==> src/rtl/des_key_schedule_if.sv <==
// Key-load request and subkey stream between the key register, the schedule and the round datapath.
// Latency: none; this only bundles wires.
// Backpressure: subkey_ready from the consumer stalls the subkey stream; start is ignored while busy.
interface des_key_schedule_if;
    logic [63:0] key_in;
    logic        decrypt;
    logic        start;
    logic        busy;
    logic        subkey_valid;
    logic        subkey_ready;
    logic [47:0] subkey;
    logic [3:0]  round;
    logic        done;
    logic        parity_err;

    // Requester side: loads keys and consumes subkeys.
    modport master (
        output key_in, decrypt, start, subkey_ready,
        input  busy, subkey_valid, subkey, round, done, parity_err
    );

    // Schedule side.
    modport slave (
        input  key_in, decrypt, start, subkey_ready,
        output busy, subkey_valid, subkey, round, done, parity_err
    );
endinterface

==> src/rtl/des_key_schedule.sv <==
// Sequential DES key schedule: PC1 on start, then one PC2 subkey per round (K1..K16 or K16..K1).
// Latency: first subkey 1 cycle after accepted start, done 17 cycles after start with ready held high.
// Backpressure: subkey/round hold while subkey_ready is low; each stalled cycle adds one cycle.
module des_key_schedule #(
    parameter bit CHECK_PARITY = 1'b1
) (
    input  logic                 clk,
    input  logic                 rst,
    des_key_schedule_if.slave    ks
);

    // FIPS 46-3 tables, 1-based bit numbers.
    localparam int unsigned PC1_TBL [56] = '{
        57, 49, 41, 33, 25, 17,  9,
         1, 58, 50, 42, 34, 26, 18,
        10,  2, 59, 51, 43, 35, 27,
        19, 11,  3, 60, 52, 44, 36,
        63, 55, 47, 39, 31, 23, 15,
         7, 62, 54, 46, 38, 30, 22,
        14,  6, 61, 53, 45, 37, 29,
        21, 13,  5, 28, 20, 12,  4
    };

    localparam int unsigned PC2_TBL [48] = '{
        14, 17, 11, 24,  1,  5,
         3, 28, 15,  6, 21, 10,
        23, 19, 12,  4, 26,  8,
        16,  7, 27, 20, 13,  2,
        41, 52, 31, 37, 47, 55,
        30, 40, 51, 45, 33, 48,
        44, 49, 39, 56, 34, 53,
        46, 42, 50, 36, 29, 32
    };

    typedef enum logic {IDLE, GEN} state_t;

    state_t      state_q, state_d;
    logic [27:0] c_q, c_d;
    logic [27:0] d_q, d_d;
    logic [3:0]  cnt_q, cnt_d;
    logic        dec_q, dec_d;
    logic        par_q, par_d;
    logic        done_q, done_d;
    logic [55:0] pc1_out;
    logic        two_step;

    function automatic logic [55:0] pc1(input logic [63:0] k);
        logic [55:0] o;
        o = '0;
        for (int m = 0; m < 56; m++) begin
            o[m] = k[6'(PC1_TBL[m] - 1)];
        end
        return o;
    endfunction

    function automatic logic [47:0] pc2(input logic [55:0] cd);
        logic [47:0] o;
        o = '0;
        for (int m = 0; m < 48; m++) begin
            o[m] = cd[6'(PC2_TBL[m] - 1)];
        end
        return o;
    endfunction

    // Bit 1 sits at index 0, so a FIPS left rotate moves bits toward index 0.
    function automatic logic [27:0] rot(input logic [27:0] x, input logic left, input logic two);
        logic [27:0] r;
        if (left) begin
            r = two ? {x[1:0], x[27:2]} : {x[0], x[27:1]};
        end else begin
            r = two ? {x[25:0], x[27:26]} : {x[26:0], x[27]};
        end
        return r;
    endfunction

    // Shift table entry S[i] is 1 for i = 1, 2, 9, 16 and 2 otherwise.
    function automatic logic shift_is_two(input logic [4:0] i);
        return !(i == 5'd1 || i == 5'd2 || i == 5'd9 || i == 5'd16);
    endfunction

    // A byte with an even number of ones violates DES odd parity.
    function automatic logic parity_bad(input logic [63:0] k);
        logic bad;
        bad = 1'b0;
        for (int j = 0; j < 8; j++) begin
            bad = bad | ~(^k[8*j +: 8]);
        end
        return bad;
    endfunction

    // Next-state logic: key load in IDLE, one rotation per accepted subkey in GEN.
    always_comb begin
        state_d  = state_q;
        c_d      = c_q;
        d_d      = d_q;
        cnt_d    = cnt_q;
        dec_d    = dec_q;
        par_d    = par_q;
        done_d   = 1'b0;
        pc1_out  = pc1(ks.key_in);
        two_step = 1'b0;
        case (state_q)
            IDLE: begin
                if (ks.start) begin
                    state_d = GEN;
                    cnt_d   = 4'd0;
                    dec_d   = ks.decrypt;
                    par_d   = CHECK_PARITY ? parity_bad(ks.key_in) : 1'b0;
                    // Decrypt starts at C16/D16, which equals the unrotated PC1 output.
                    if (ks.decrypt) begin
                        c_d = pc1_out[27:0];
                        d_d = pc1_out[55:28];
                    end else begin
                        c_d = rot(pc1_out[27:0], 1'b1, 1'b0);
                        d_d = rot(pc1_out[55:28], 1'b1, 1'b0);
                    end
                end
            end
            GEN: begin
                if (ks.subkey_ready) begin
                    if (cnt_q == 4'd15) begin
                        state_d = IDLE;
                        done_d  = 1'b1;
                    end else begin
                        cnt_d    = cnt_q + 4'd1;
                        two_step = dec_q ? shift_is_two(5'd16 - {1'b0, cnt_q})
                                         : shift_is_two({1'b0, cnt_q} + 5'd2);
                        c_d      = rot(c_q, !dec_q, two_step);
                        d_d      = rot(d_q, !dec_q, two_step);
                    end
                end
            end
        endcase
    end

    // State and datapath registers; reset aborts any sequence without a done pulse.
    always_ff @(posedge clk) begin
        if (rst) begin
            state_q <= IDLE;
            c_q     <= '0;
            d_q     <= '0;
            cnt_q   <= '0;
            dec_q   <= 1'b0;
            par_q   <= 1'b0;
            done_q  <= 1'b0;
        end else begin
            state_q <= state_d;
            c_q     <= c_d;
            d_q     <= d_d;
            cnt_q   <= cnt_d;
            dec_q   <= dec_d;
            par_q   <= par_d;
            done_q  <= done_d;
        end
    end

    assign ks.busy         = (state_q == GEN);
    assign ks.subkey_valid = (state_q == GEN);
    assign ks.subkey       = (state_q == GEN) ? pc2({d_q, c_q}) : 48'd0;
    assign ks.round        = (state_q == GEN) ? (dec_q ? 4'd15 - cnt_q : cnt_q) : 4'd0;
    assign ks.done         = done_q;
    assign ks.parity_err   = par_q;

endmodule
==> src/flat_wrapper.sv <==
// flat-port wrapper written by rule: the top's interface ports become plain ports
module des_key_schedule_flat 
#(
    parameter bit CHECK_PARITY = 1'b1
)
  (clk, rst, ks_key_in, ks_decrypt, ks_start, ks_subkey_ready, ks_busy, ks_subkey_valid, ks_subkey, ks_round, ks_done, ks_parity_err);
  des_key_schedule_if ks_i ();
  input  logic clk;
  input  logic rst;
  input wire logic [$bits(ks_i.key_in)-1:0] ks_key_in;
  input wire logic [$bits(ks_i.decrypt)-1:0] ks_decrypt;
  input wire logic [$bits(ks_i.start)-1:0] ks_start;
  input wire logic [$bits(ks_i.subkey_ready)-1:0] ks_subkey_ready;
  output wire logic [$bits(ks_i.busy)-1:0] ks_busy;
  output wire logic [$bits(ks_i.subkey_valid)-1:0] ks_subkey_valid;
  output wire logic [$bits(ks_i.subkey)-1:0] ks_subkey;
  output wire logic [$bits(ks_i.round)-1:0] ks_round;
  output wire logic [$bits(ks_i.done)-1:0] ks_done;
  output wire logic [$bits(ks_i.parity_err)-1:0] ks_parity_err;
  assign ks_i.key_in = ks_key_in;
  assign ks_i.decrypt = ks_decrypt;
  assign ks_i.start = ks_start;
  assign ks_i.subkey_ready = ks_subkey_ready;
  assign ks_busy = ks_i.busy;
  assign ks_subkey_valid = ks_i.subkey_valid;
  assign ks_subkey = ks_i.subkey;
  assign ks_round = ks_i.round;
  assign ks_done = ks_i.done;
  assign ks_parity_err = ks_i.parity_err;
  des_key_schedule #(.CHECK_PARITY(CHECK_PARITY)) u_core (.clk(clk), .rst(rst), .ks(ks_i));
endmodule
==> config.mk <==
export PLATFORM = sky130hd
export DESIGN_NAME = des_key_schedule_flat
export DESIGN_NICKNAME = d
export VERILOG_FILES = /design/src/rtl/des_key_schedule_if.sv /design/src/rtl/des_key_schedule.sv /design/src/flat_wrapper.sv
export SDC_FILE = /design/constraint.sdc
export NUM_CORES = 1
export LEC_CHECK = 0
export CORE_MARGIN = 2
export CORE_UTILIZATION = 53
export DETAILED_ROUTE_END_ITERATION = 8
export PLACE_DENSITY = 0.88
export SLEW_MARGIN = 25
export SYNTH_ARGS = -nofsm -noshare
export SYNTH_HDL_FRONTEND = slang
export SYNTH_SLANG_ARGS = --single-unit
==> constraint.sdc <==
create_clock -name clk -period 3.11 [get_ports clk]
set_clock_uncertainty 0.15 [all_clocks]
set_input_delay 0.7775 -clock clk [delete_from_list [all_inputs] [get_ports clk]]
set_output_delay 0.7775 -clock clk [all_outputs]
set_load 0.005 [all_outputs]
* Word level (Yosys, flattened, before mapping)
Index checks and enable logic that the tools add are counted.
Cells by class: reductions and logical operators 19, shifts and indexed selects 0, bitwise operators 17, multiplexer cells 29, order comparisons 0, $mul 0, equality and inequality tests 12, div/mod/pow operators 0, add/sub/neg operators 4
Operators with widths (count):
- 28-bit 2-to-1 mux | 14
- 28-bit case mux with 2 select lines | 2
- 8-bit parity | 8
- 48-bit 2-to-1 mux | 1
- 4-bit 2-to-1 mux | 5
- 5-bit by 1-bit equality test with 1-bit output (second input constant) | 2
- 5-bit by 2-bit equality test with 1-bit output (second input constant) | 2
- 5-bit by 4-bit equality test with 1-bit output (second input constant) | 2
- 5-bit equality test (second input constant) | 2
- 1-bit NOT | 10
- 4-bit case mux with 2 select lines | 1
- 1-bit bitwise OR | 7
- 1-bit logical OR | 6
- 2-bit inequality test (second input constant) | 3
- 4-bit by 2-bit adder with 5-bit output (second input constant) | 1
- 1-bit 2-to-1 mux | 5
- 5-bit by 4-bit subtractor with 5-bit output (first input constant) | 1
- 4-bit by 1-bit adder with 4-bit output (second input constant) | 1
- 4-bit equality test (second input constant) | 1
- 4-bit subtractor (first input constant) | 1
- 3-bit AND reduction | 1
- 3-bit OR reduction | 1
- 1-bit zero test | 2
- 1-bit case mux with 2 select lines | 1
- 2-bit AND reduction | 1
Storage, ports and cells: register bits after elaboration 64, memory bits (writable) 0, bits in latches 0, input bits 69, memories 0, word-level logic and storage cells 88, ROM bits 0, output and inout bits 56

* Depth between registers and ports, before layout
Gate-level depths: netlist (run 1).
depth after elaboration 12, depth in mapped cells 10, depth with buffers taken out 8

* Worst setup path after synthesis (run 1)
Ideal clock, no wire load.
path type register -> output, start reg u_core.state_q, in the netlist u_core.ks.busy, end out ks_round[0], data required time 2183 ps, arrival 1508 ps, slack 674 ps, buffers on the path 4, stages on the path, launching flop included 6, cell sequence dfxtp_1 -> clkbuf_1 -> clkbuf_1 -> clkbuf_1 -> clkbuf_1 -> and2_1
On the way: cells in the longest elaborated chain, start to end 1
Ends and longest elaborated chain:
- start, declared | line des_key_schedule.sv:37 | state_t state_q, state_d;
- start signal, assigned | line des_key_schedule.sv:147 | state_q <= state_d;
- 4-bit 2-to-1 mux | line des_key_schedule.sv:160 | assign ks.round = (state_q == GEN) ? (dec_q ? 4'd15 - cnt_q : cnt_q) : 4'd0;
- end, declared | line flat_wrapper.sv:17 | output wire logic [$bits(ks_i.round)-1:0] ks_round;
No other way between the ends.

* Final worst setup path (run 1)
start reg u_core.cnt_q[1], end reg u_core.c_q[11]
On the way: cells in the longest elaborated chain, start to end 12, elaborated cells between the ends (all ways) 28, those cells by class add/sub (2); eq/ne (10); mux (7); reduce/logical (9)
Ends and longest elaborated chain:
- start, declared | line des_key_schedule.sv:40 | logic [3:0] cnt_q, cnt_d;
- start signal, assigned | line des_key_schedule.sv:150 | cnt_q <= cnt_d;
- 5-bit by 4-bit subtractor with 5-bit output or 4-bit by 2-bit adder with 5-bit output (tied branches) | line des_key_schedule.sv:126, des_key_schedule.sv:127
- 5-bit by 1-bit equality test with 1-bit output or 5-bit by 2-bit equality test with 1-bit output (tied branches) | line des_key_schedule.sv:78 | return !(i == 5'd1 || i == 5'd2 || i == 5'd9 || i == 5'd16);
- 1-bit logical OR (3 in series) | line des_key_schedule.sv:78
- 1-bit zero test | line des_key_schedule.sv:78
- 1-bit 2-to-1 mux | line des_key_schedule.sv:126 | two_step = dec_q ? shift_is_two(5'd16 - {1'b0, cnt_q})
- 28-bit 2-to-1 mux (on tied branches) | line des_key_schedule.sv:69, des_key_schedule.sv:71
- 28-bit 2-to-1 mux | line des_key_schedule.sv:68 | if (left) begin
- 28-bit 2-to-1 mux | line des_key_schedule.sv:121 | if (cnt_q == 4'd15) begin
- 28-bit 2-to-1 mux | line des_key_schedule.sv:120 | if (ks.subkey_ready) begin
- 28-bit case mux with 2 select lines | line des_key_schedule.sv:102 | case (state_q)
- end signal, assigned | line des_key_schedule.sv:140 | c_q <= '0;
- end signal, assigned | line des_key_schedule.sv:148 | c_q <= c_d;
- end, declared | line des_key_schedule.sv:38 | logic [27:0] c_q, c_d;
Parallel ways exist; a longest one is shown, timed or not. The select of a mux whose other input is x is not followed. A chain may end at the register's enable or synchronous reset.

==> results of run 1 <==
synthesized netlist by cell type (all sizes together), types with 2 or more instances:
| master | instances | area (µm²) |
|---|---|---|
| a2111oi | 43 | 470 |
| a211o | 5 | 43.8 |
| a211oi | 96 | 721 |
| a21oi | 72 | 360 |
| a221o | 5 | 50.1 |
| a311o | 2 | 20.0 |
| a31oi | 12 | 90.1 |
| and2 | 98 | 616 |
| and3 | 8 | 50.1 |
| buf | 26 | 169 |
| clkbuf | 51 | 191 |
| dfxtp | 64 | 1280 |
| ha | 6 | 75.1 |
| inv | 5 | 18.8 |
| mux2 | 5 | 56.3 |
| mux2i | 38 | 380 |
| nand2 | 45 | 169 |
| nand2b | 2 | 12.5 |
| nand3 | 4 | 20.0 |
| nand4 | 2 | 12.5 |
| nor2 | 58 | 218 |
| nor2b | 53 | 332 |
| nor3 | 4 | 25.0 |
| nor4 | 3 | 18.8 |
| o21ai | 8 | 40.0 |
| xnor2 | 51 | 447 |
| xor2 | 11 | 96.3 |
worst max-delay path, cell delays in order, from the launching register on:
cell and delay [ns]:
sky130_fd_sc_hd__dfxtp_1 0.31, sky130_fd_sc_hd__buf_4 0.16, sky130_fd_sc_hd__ha_1 0.20, sky130_fd_sc_hd__and3_1 0.18
sky130_fd_sc_hd__o211ai_1 0.28, sky130_fd_sc_hd__a311o_2 0.61, sky130_fd_sc_hd__buf_4 0.29, sky130_fd_sc_hd__mux2i_1 0.10
sky130_fd_sc_hd__a2111oi_1 0.49
per-stage QoR:
step / total power, mW / hold WS (ns) / cell area [µm²]
2_1_floorplan: 1.65 / 0.326 / 6090
3_5_place_dp: 2.01 / 0.338 / 7420
4_1_cts: 3.12 / 0.346 / 7750
6_report: 3.14 / 0.345 / 7750
5_1_grt: 3.27 / 0.408 / 7750
3_3_place_gp: 1.99 / 0.337 / 7420
cell type report:
class	instances	area [µm²]	area share
Clock buffer	9	225	0.0291
Clock inverter	7	103	0.0132
Inverter	5	18.8	0.00242
Multi-Input combinational cell	641	4440	0.573
Sequential cell	64	1280	0.166
Tap cell	143	179	0.0231
Timing Repair Buffer	148	1500	0.193
path summary, 6_finish.rpt:
| kind | startpoint | end | slack (ns) | cells past startpoint |
|---|---|---|---|---|
| worst max-delay path | u_core.cnt_q[1] | u_core.c_q[11] | 0.19 | 8 |
| worst min-delay path | u_core.ks.parity_err | u_core.ks.parity_err | 0.35 | 2 |
| worst max register to register | u_core.cnt_q[1] | u_core.c_q[11] | 0.19 | 8 |
| worst min register to register | u_core.ks.parity_err | u_core.ks.parity_err | 0.35 | 2 |
sequential cells by signal, indices dropped and copies added (netlist names):
name,flops
u_core.c_q,28
u_core.dec_q,1
u_core.ks.done,1
u_core.d_q,28
u_core.ks.busy,1
u_core.cnt_q,4
u_core.ks.parity_err,1
per-layer routing:
layer,global-route usage,vias up,share of wire
met5,0,-,0
met4,0.0872,0,0.021
met3,0.0590,39,0.097
met2,0.436,374,0.45
met1,0.402,2903,0.44
li1,-,3045,-
cells by family after synthesis:
kind of cell             synth area share
buffers and inverters              0.0623
AND/OR/NAND/NOR                     0.245
adder cells (fa/ha/maj)            0.0123
AO/OA/AOI/OAI                       0.309
XOR/XNOR                           0.0892
multiplexers                       0.0717
flip-flops                          0.210
power by group:
group	switching, mW	internal [mW]	total (mW)
Clock	0.412	0.711	1.12
Sequential	0.121	0.894	1.01
Combinational	0.512	0.485	0.997
Total	1.05	2.09	3.14
==> results.txt, run 1 <==
----------------------------------------------------
[Run status]
  Run status ... finished, final reports clean

[Setup path]
  Crit Path Category ... reg2reg
  Data required time of the worst path ... 3.15 ns
  Worst setup SP type ... flop
  Kind of end point of the critical path ... flop
  Largest fanout of any net on the critical path ... 22
  Arrival time reported for the critical path endpoint ... 2.96 ns

[Clock network]
  Total setup buffers inserted after CTS ... 0
  TritonCTS clock tree ... done
  Quantity of gates resized following cts ... 0
  Buffer cell driving the clock tree root ... sky130_fd_sc_hd__clkbuf_16
  Reg clk slew, reported paths ... 0.06 ns
  Cts-stage hold buffer count ... 0
  Worst skew pair latency ... 0.33 ns
  H-tree levels ... 3
  Clock sink count ... 64
  Clock Tree Buf Depth ... 2
  TritonCTS buffer count ... 9

[Timing]
  Final critical-path setup slack ... 0.192 ns
  Crit share post-route ... 0.938
  Period minus WS final ... 2.92 ns
  Endpoints failing hold ... 0
  Measured slew at the worst slew-check pin ... 0.727 ns
  Max Freq ... 343 MHz
  Worst slew margin ... 0.515
  Unrepaired setup endpoints after global routing ... false
  Final-report max-slew violation count ... 0
  Final setup violating endpoints ... 0
  Setup TNS Final ... 0 ns

[Layout]
  Final core occ ... 0.685
  Total of fill cells in the finished design ... 933
  Leading cell types in the layout, fill and taps excluded ... sky130_fd_sc_hd__clkdlybuf4s50_1 (122), sky130_fd_sc_hd__and2_1 (97), sky130_fd_sc_hd__a211oi_1 (96), sky130_fd_sc_hd__a21oi_1 (72), sky130_fd_sc_hd__dfxtp_1 (63)
  Layout cells sized above 1 ... 0.0732
  Post-route non-filler standard cell count ... 1017
  Diode count ... 0
  Most common cell after layout, fill and taps aside ... sky130_fd_sc_hd__clkdlybuf4s50_1
  Final net count ... 944
  Area overhead of the layout relative to synthesis ... 27.3%

[Routing]
  DR vias ... 6361
  Count of nets left with antenna violations after detail routing ... 0
  Avg Vias per Cell ... 6.25
  First-pass iteration count of the detailed router ... 7
  Final Routed Wirelength ... 18.1 mm
  Total DRC errors in the routed layout ... 0
  Wire length per cell after detailed routing ... 17.8 µm
  Number of DRC markers after the initial detailed-route iteration ... 975

[Floorplan]
  Number of cell rows ... 39
  Die height ... 111 µm
  Initial cell density of the core ... 0.538
  Die outline width ... 111 µm
  Die footprint ... 0.0124 mm²
  Core Footprint ... 0.0113 mm²
  Ports ... 125

[GRT]
  Wire length of the first global-routing pass ... 29.3 mm
  Antenna violations before repair ... 0
  Largest net degree at the start of global routing ... 83
  All-layer global routing usage ... 0.285
  Global route overflow ... 0
  Via count of the first global-routing pass ... 5731

[Synthesis]
  Flops & latches, synth ... 64
  Post-synthesis area per instance ... 7.73 µm²
  Number of different library cells in the post-synthesis netlist ... 45
  Sequential share of the synthesized area ... 0.210
  Syn nets ... 862
  Gate Count Post-Synth ... 787
  Most instantiated flip-flop cell in the synthesis netlist ... sky130_fd_sc_hd__dfxtp_1
  Area of the mapped netlist ... 0.00609 mm²
  Async S/R FF share, synth ... 0
  Yosys Warn Count ... 0
  EDFF count, synth ... 0

[Placement]
  HPWL after detailed placement ... 12.9 mm
  Global placer's final weighted congestion ... 0.977
  Dpl cells ... 1001
  Worst slack at placement ... 0.310 ns
  I/O Buffers ... 124

[Power and ir drop]
  Pwr dens ... 405 mW/mm²
  Peak ir drop on the vdd network ... 292 µV
  Lkg Pwr ... 2.58 nW

[Hold path]
  Type of the worst min-delay path ... reg2reg

[Job]
  Max-Cap Viols ... 0

----------------------------------------------------
(Power assumes the default switching activity.)
==> inputs of run 2 (changes only) <==
--- a/config.mk
+++ b/config.mk
@@ -7,6 +7,8 @@
 export LEC_CHECK = 0
 export CORE_MARGIN = 2
 export CORE_UTILIZATION = 53
+export CTS_BUF_LIST = sky130_fd_sc_hd__clkbuf_16
+export CTS_CLUSTER_SIZE = 12
 export DETAILED_ROUTE_END_ITERATION = 8
 export PLACE_DENSITY = 0.88
 export SLEW_MARGIN = 25
==> results of run 2 <==
The final DEF is identical to that of run 1; final timing and power are the same.
